===== src/rtl/lcd_write_arbiter.sv =====
// Shares the LCD character-write port between the processor and the PS2 key echo.
// Each source has a small FIFO; a round-robin scheduler issues spaced one-cycle write pulses.
module lcd_write_arbiter #(
   parameter int unsigned DEPTH = 4,
   parameter int unsigned GAP   = 2000
) (
   input  logic       clock,
   input  logic       resetn,
   input  logic       proc_wr_en,
   input  logic [7:0] proc_wr_data,
   input  logic       key_wr_en,
   input  logic [7:0] key_wr_data,
   output logic       lcd_write_en,
   output logic [7:0] lcd_write_data,
   output logic       proc_full,
   output logic       key_full,
   output logic       proc_ovf,
   output logic       key_ovf,
   output logic       busy
);
   localparam int unsigned PW   = (DEPTH > 1) ? $clog2(DEPTH) : 1;
   localparam int unsigned CW   = PW + 1;
   localparam int unsigned GW   = (GAP > 1) ? $clog2(GAP) : 1;
   localparam int unsigned NREQ = 2;

   typedef enum logic [1:0] {S_IDLE, S_ISSUE, S_WAIT} state_e;

   // Requester 0 is the processor, requester 1 is the key echo.
   logic [7:0]      mem_q [NREQ][DEPTH];
   logic [PW-1:0]   wp_q  [NREQ];
   logic [PW-1:0]   rp_q  [NREQ];
   logic [CW-1:0]   cnt_q [NREQ];
   logic [NREQ-1:0] ovf_q;
   logic [NREQ-1:0] wr_en_c;
   logic [NREQ-1:0] full_c;
   logic [NREQ-1:0] nempty_c;
   logic [NREQ-1:0] push_c;
   logic [NREQ-1:0] pop_c;
   logic [7:0]      wr_data_c [NREQ];

   state_e        state_q;
   logic          last_key_q;
   logic          en_q;
   logic [7:0]    data_q;
   logic [GW-1:0] gap_q;

   assign wr_en_c      = {key_wr_en, proc_wr_en};
   assign wr_data_c[0] = proc_wr_data;
   assign wr_data_c[1] = key_wr_data;

   // Full is taken from the registered count, so it ignores any same-edge pop.
   always_comb begin
      full_c   = '0;
      nempty_c = '0;
      push_c   = '0;
      for (int i = 0; i < NREQ; i++) begin
         full_c[i]   = (cnt_q[i] == CW'(DEPTH));
         nempty_c[i] = (cnt_q[i] != '0);
         push_c[i]   = wr_en_c[i] & ~full_c[i];
      end
   end

   // Round-robin grant: on a tie, the requester that did not win last time goes.
   always_comb begin
      pop_c = '0;
      if (state_q == S_IDLE) begin
         if (nempty_c[0] && (!nempty_c[1] || last_key_q)) begin
            pop_c[0] = 1'b1;
         end else if (nempty_c[1]) begin
            pop_c[1] = 1'b1;
         end
      end
   end

   always_ff @(posedge clock or negedge resetn) begin
      if (!resetn) begin
         ovf_q <= '0;
         for (int i = 0; i < NREQ; i++) begin
            wp_q[i]  <= '0;
            rp_q[i]  <= '0;
            cnt_q[i] <= '0;
         end
      end else begin
         for (int i = 0; i < NREQ; i++) begin
            if (push_c[i]) wp_q[i] <= wp_q[i] + PW'(1);
            if (pop_c[i])  rp_q[i] <= rp_q[i] + PW'(1);
            if (wr_en_c[i] && full_c[i]) ovf_q[i] <= 1'b1;
            case ({push_c[i], pop_c[i]})
               2'b10:   cnt_q[i] <= cnt_q[i] + CW'(1);
               2'b01:   cnt_q[i] <= cnt_q[i] - CW'(1);
               default: cnt_q[i] <= cnt_q[i];
            endcase
         end
      end
   end

   // Storage needs no reset; only pointers and counts define occupancy.
   always_ff @(posedge clock) begin
      for (int i = 0; i < NREQ; i++) begin
         if (push_c[i]) mem_q[i][wp_q[i]] <= wr_data_c[i];
      end
   end

   always_ff @(posedge clock or negedge resetn) begin
      if (!resetn) begin
         state_q    <= S_IDLE;
         last_key_q <= 1'b1;
         en_q       <= 1'b0;
         data_q     <= 8'h00;
         gap_q      <= '0;
      end else begin
         case (state_q)
            S_IDLE: begin
               en_q <= 1'b0;
               if (|pop_c) begin
                  data_q     <= pop_c[0] ? mem_q[0][rp_q[0]] : mem_q[1][rp_q[1]];
                  last_key_q <= pop_c[1];
                  en_q       <= 1'b1;
                  state_q    <= S_ISSUE;
               end
            end
            S_ISSUE: begin
               en_q    <= 1'b0;
               gap_q   <= GW'(GAP - 1);
               state_q <= S_WAIT;
            end
            S_WAIT: begin
               en_q <= 1'b0;
               if (gap_q == '0) begin
                  state_q <= S_IDLE;
               end else begin
                  gap_q <= gap_q - GW'(1);
               end
            end
            default: begin
               en_q    <= 1'b0;
               state_q <= S_IDLE;
            end
         endcase
      end
   end

   assign lcd_write_en   = en_q;
   assign lcd_write_data = data_q;
   assign proc_full      = full_c[0];
   assign key_full       = full_c[1];
   assign proc_ovf       = ovf_q[0];
   assign key_ovf        = ovf_q[1];
   assign busy           = (state_q != S_IDLE) | (|nempty_c);

endmodule


===== config.mk =====
export PLATFORM = sky130hd
export DESIGN_NAME = lcd_write_arbiter
export DESIGN_NICKNAME = d
export VERILOG_FILES = /design/src/rtl/lcd_write_arbiter.sv
export SDC_FILE = /design/constraint.sdc
export NUM_CORES = 1
export LEC_CHECK = 0
export CAP_MARGIN = 20
export CORE_MARGIN = 2
export CORE_UTILIZATION = 45
export CTS_BUF_LIST = sky130_fd_sc_hd__clkbuf_4
export CTS_CLUSTER_SIZE = 10
export DETAILED_ROUTE_END_ITERATION = 8
export PLACE_DENSITY = 0.67
export SKIP_CTS_REPAIR_TIMING = 1
export SLEW_MARGIN = 30
export SYNTH_ARGS = -nofsm -noshare
export SYNTH_HDL_FRONTEND = slang
export SYNTH_SLANG_ARGS = --single-unit

===== constraint.sdc =====
create_clock -name clock -period 2.17 [get_ports clock]
set_input_delay 0.434 -clock clock [delete_from_list [all_inputs] [get_ports clock]]
set_output_delay 0.434 -clock clock [all_outputs]
set_load 0.005 [all_outputs]

==> run summary <==
The run finished, with violations left. The checks that failed: setup timing. The final worst setup slack came out at -0.175 ns. The fmax is 0.426 GHz.

The wire length of the first global-routing pass is 12.6 mm. The number of design rule violations left after detail routing is 0. The worst setup path is of the flop to flop kind. The DRC violation total after the first TritonRoute iteration came out at 122.

The proportion of synthesized flip-flops having asynchronous set or reset came out at 0.379. The count of flip-flops with a built-in enable after synthesis is 64. The number of standard cells in the layout, taps in and fillers out came out at 487. The area growth from synthesis to final layout is 20.3%. The sum of negative setup slack is -0.175 ns. The worst-case hold slack is 0.0122 ns. The time the worst path needs with I/O delays and setup is 2.35 ns. In this run the horizontal extent of the chip is 103 um. The global route total overflow came out at 0. The number of hold violations in the final report is 0. The largest net degree at the start of global routing came out at 40. The detail route stage leaves a number of antenna-violating nets equal to 0. The area share of the leading cell type in the synthesized netlist is 0.435. The worst IR drop on VDD came out at 0.637 mV. The initial cell density of the core is 0.458. The highest net fanout along the worst path is 2. The count of port buffers added during placement is 33. The number of rows created at floorplan is 36.

The insertion delay of the later-clocked pin in the worst-skew pair came out at 0.45 ns. In this run the cell area of the synthesized design comes to 4410 um2. The final setup violation count came out at 1.

The H-tree depth came out at 3. The worst setup path is captured at a flop. The TritonCTS sink count is 103. The utilization of the core after routing came out at 0.551. The antenna cell count is 0. The number of different library cells used by synthesis comes to 48.

The number of antenna violations at the first check in global routing came out at 0. Setup repair after global routing could not meet its margin everywhere. In this run the worst hold path is classified as primary input to async pin.

The via count is 2,465. The half-perimeter wire length after detailed placement came out at 5.29 mm. The per-instance average area after synthesis came out at 15.6 um2.

The library cell used most frequently in the layout, excluding fill and tap cells, is sky130_fd_sc_hd__edfxtp_1. The first detailed-routing pass took 4 iterations. STA classifies the critical path startpoint as a flop. The gate count after technology mapping is 283. The commonest register cell after synthesis is sky130_fd_sc_hd__edfxtp_1. In this run the power density over the cells is 1260 nW/um2. The tree is rooted in a sky130_fd_sc_hd__clkbuf_4. The worst-margin pin slew came out at 0.676 ns.

The post-placement cell count is 467. Of the total power, the share spent switching nets is 0.332. TritonCTS built the clock tree. The floorplan die area is 10,600 um2. The number of global-route vias before repair is 2,518.

Headroom to the max-slew limit came out at 0.549. The layout filler cell count came out at 834. The top cell types in the final layout, fill and taps aside, are 64 x sky130_fd_sc_hd__edfxtp_1, 38 x sky130_fd_sc_hd__dfrtp_1, 29 x sky130_fd_sc_hd__clkdlybuf4s50_1. For this run, the number of Yosys warnings is 0.

The fraction of layout instances using a drive strength above 1 came out at 0.251. The switching power summed over all nets is 0.00222 W. The congestion estimate from routability-driven global placement came to 0.790. The internal portion of the total power is 0.00445 W. The clock edge transition at the registers on the reported setup and hold paths is 0.16 ns. Of the total power, combinational logic draws 0.398. The total global routing track utilization is 0.163. In the final design database the tool counted 383 nets. The register bit count reported by yosys came out at 103. The routed via count divided by cell count is 5.06. The part of the power in registers is 0.450. The post-synth net total came out at 317. The final-report max-slew violation count is 0. The top-level I/O count came out at 34. After synthesis, the cell types taking the most area are sky130_fd_sc_hd__edfxtp_1 44%, sky130_fd_sc_hd__dfrtp_1 22%, sky130_fd_sc_hd__mux4_2 8.2%.

The number of max-cap violations came out at 0. The average wire length per cell after detail routing came out at 15.7 um. In this run the standard cell core region covers 9640 um2. For the final database, setup skew stands at 0.0230 ns. The static leakage is 1.99 nW.

The final routed wirelength across all metal layers came out at 7.66 mm. At the worst endpoint, the arrival time is 2.73 ns. The data required time of the worst path came out at 2.55 ns.

Dividing the final minimum period by the clock period gives 1.08. Measured along the y axis, the die boundary spans 103 um. The clock power share is 0.152. The synthesized design spends more area on one cell type than any other, namely sky130_fd_sc_hd__edfxtp_1. TritonCTS created 9 clock buffers. The maximum buffer depth of the clock tree is 2. The register area share after synthesis came out at 0.657.
## flip-flops by register name (all words and copies together), names as in the netlist
name	cells
mem_q	64
gap_q	11
lcd_write_data	8
cnt_q	6
rp_q	4
wp_q	4
ovf_q	2
state_q	2
last_key_q	1
lcd_write_en	1
## layout make-up
class,count,area (um2),share of cell area
Clock buffer,10,75.1,0.0141
Clock inverter,6,67.6,0.0127
Inverter,18,70.1,0.0132
Multi-Input combinational cell,154,1440,0.270
Sequential cell,103,2900,0.546
Tap cell,133,166,0.0313
Timing Repair Buffer,63,596,0.112
## critical path, cell delays in order (launching register included)
cell and delay [ns]:
sky130_fd_sc_hd__dfrtp_1 0.41, sky130_fd_sc_hd__or3_4 0.37, sky130_fd_sc_hd__a2111o_1 0.47, sky130_fd_sc_hd__inv_4 0.08, sky130_fd_sc_hd__ha_4 0.13, sky130_fd_sc_hd__inv_2 0.04
sky130_fd_sc_hd__fa_2 0.32, sky130_fd_sc_hd__xor2_1 0.15, sky130_fd_sc_hd__nor2_1 0.14, sky130_fd_sc_hd__xor2_1 0.16
## metrics by stage
stage                     area [um2]  power (W)  setup slack (ns)
after floorplan                 4430    0.00463            -0.111
after global placement          5090    0.00549           -0.0263
after detailed placement        5090    0.00559           -0.0861
after CTS                       5230    0.00662            -0.275
after global routing            5310    0.00718            -0.276
final                           5310    0.00667            -0.175
## power by group through the flow
stage | Sequential, W | Clock (W) | Combinational (W)
final | 0.00300 | 0.00102 | 0.00265
after global routing | 0.00307 | 0.00113 | 0.00298
after CTS | 0.00300 | 0.00107 | 0.00256
after detailed placement | 0.00304 | 0 | 0.00255
after global placement | 0.00302 | 0 | 0.00248
after floorplan | 0.00291 | 0 | 0.00172
## routing by layer
metal  routed length [um]  GRT usage  part of all wire  up-vias
li1                     -          -                 -     1172
met1                 3350      0.206              0.44     1235
met2                 3920      0.271              0.51       49
met3                  291     0.0508             0.038        9
met4                   96     0.0516             0.013        0
met5                    0          0                 0        -
## path summary, 6_finish.rpt
kind,from,to,slack (ns),depth (start not counted)
max in group asynchronous,resetn,lcd_write_data[0],1.77,2
worst min register to register,ovf_q[0],ovf_q[0],0.47,1
worst min-delay path,resetn,gap_q[9],0.01,2
worst max-delay path,cnt_q[5],cnt_q[2],-0.18,9
min in group clock,ovf_q[0],ovf_q[0],0.47,1
worst max register to register,cnt_q[5],cnt_q[2],-0.18,9
## cells by family (layout without fill, tap and decap cells)
| kind of cell | Yosys count | after routing | synth area share |
|---|---|---|---|
| AND/OR/NAND/NOR | 71 | 71 | 0.0876 |
| XOR/XNOR | 15 | 15 | 0.0298 |
| AO/OA/AOI/OAI | 34 | 34 | 0.0609 |
| multiplexers | 20 | 20 | 0.0913 |
| buffers and inverters | 26 | 97 | 0.0306 |
| flip-flops | 103 | 103 | 0.657 |
| adder cells (fa/ha/maj) | 14 | 14 | 0.0431 |
## synthesized netlist by cell type (4+ instances only)
cell                       count
sky130_fd_sc_hd__inv_1        17
sky130_fd_sc_hd__mux4_2       16
sky130_fd_sc_hd__and3_1        4
sky130_fd_sc_hd__dfrtp_1      38
sky130_fd_sc_hd__nand2_1      15
sky130_fd_sc_hd__o22ai_1       8
sky130_fd_sc_hd__edfxtp_1     64
sky130_fd_sc_hd__and2_1        8
sky130_fd_sc_hd__ha_1         12
sky130_fd_sc_hd__o21ai_0       6
sky130_fd_sc_hd__a21oi_1       6
sky130_fd_sc_hd__nor2_1       20
sky130_fd_sc_hd__xnor2_1      11
sky130_fd_sc_hd__nor2b_1       4
sky130_fd_sc_hd__nor3_1        4
sky130_fd_sc_hd__xor2_1        4
(Power assumes the default switching activity.)
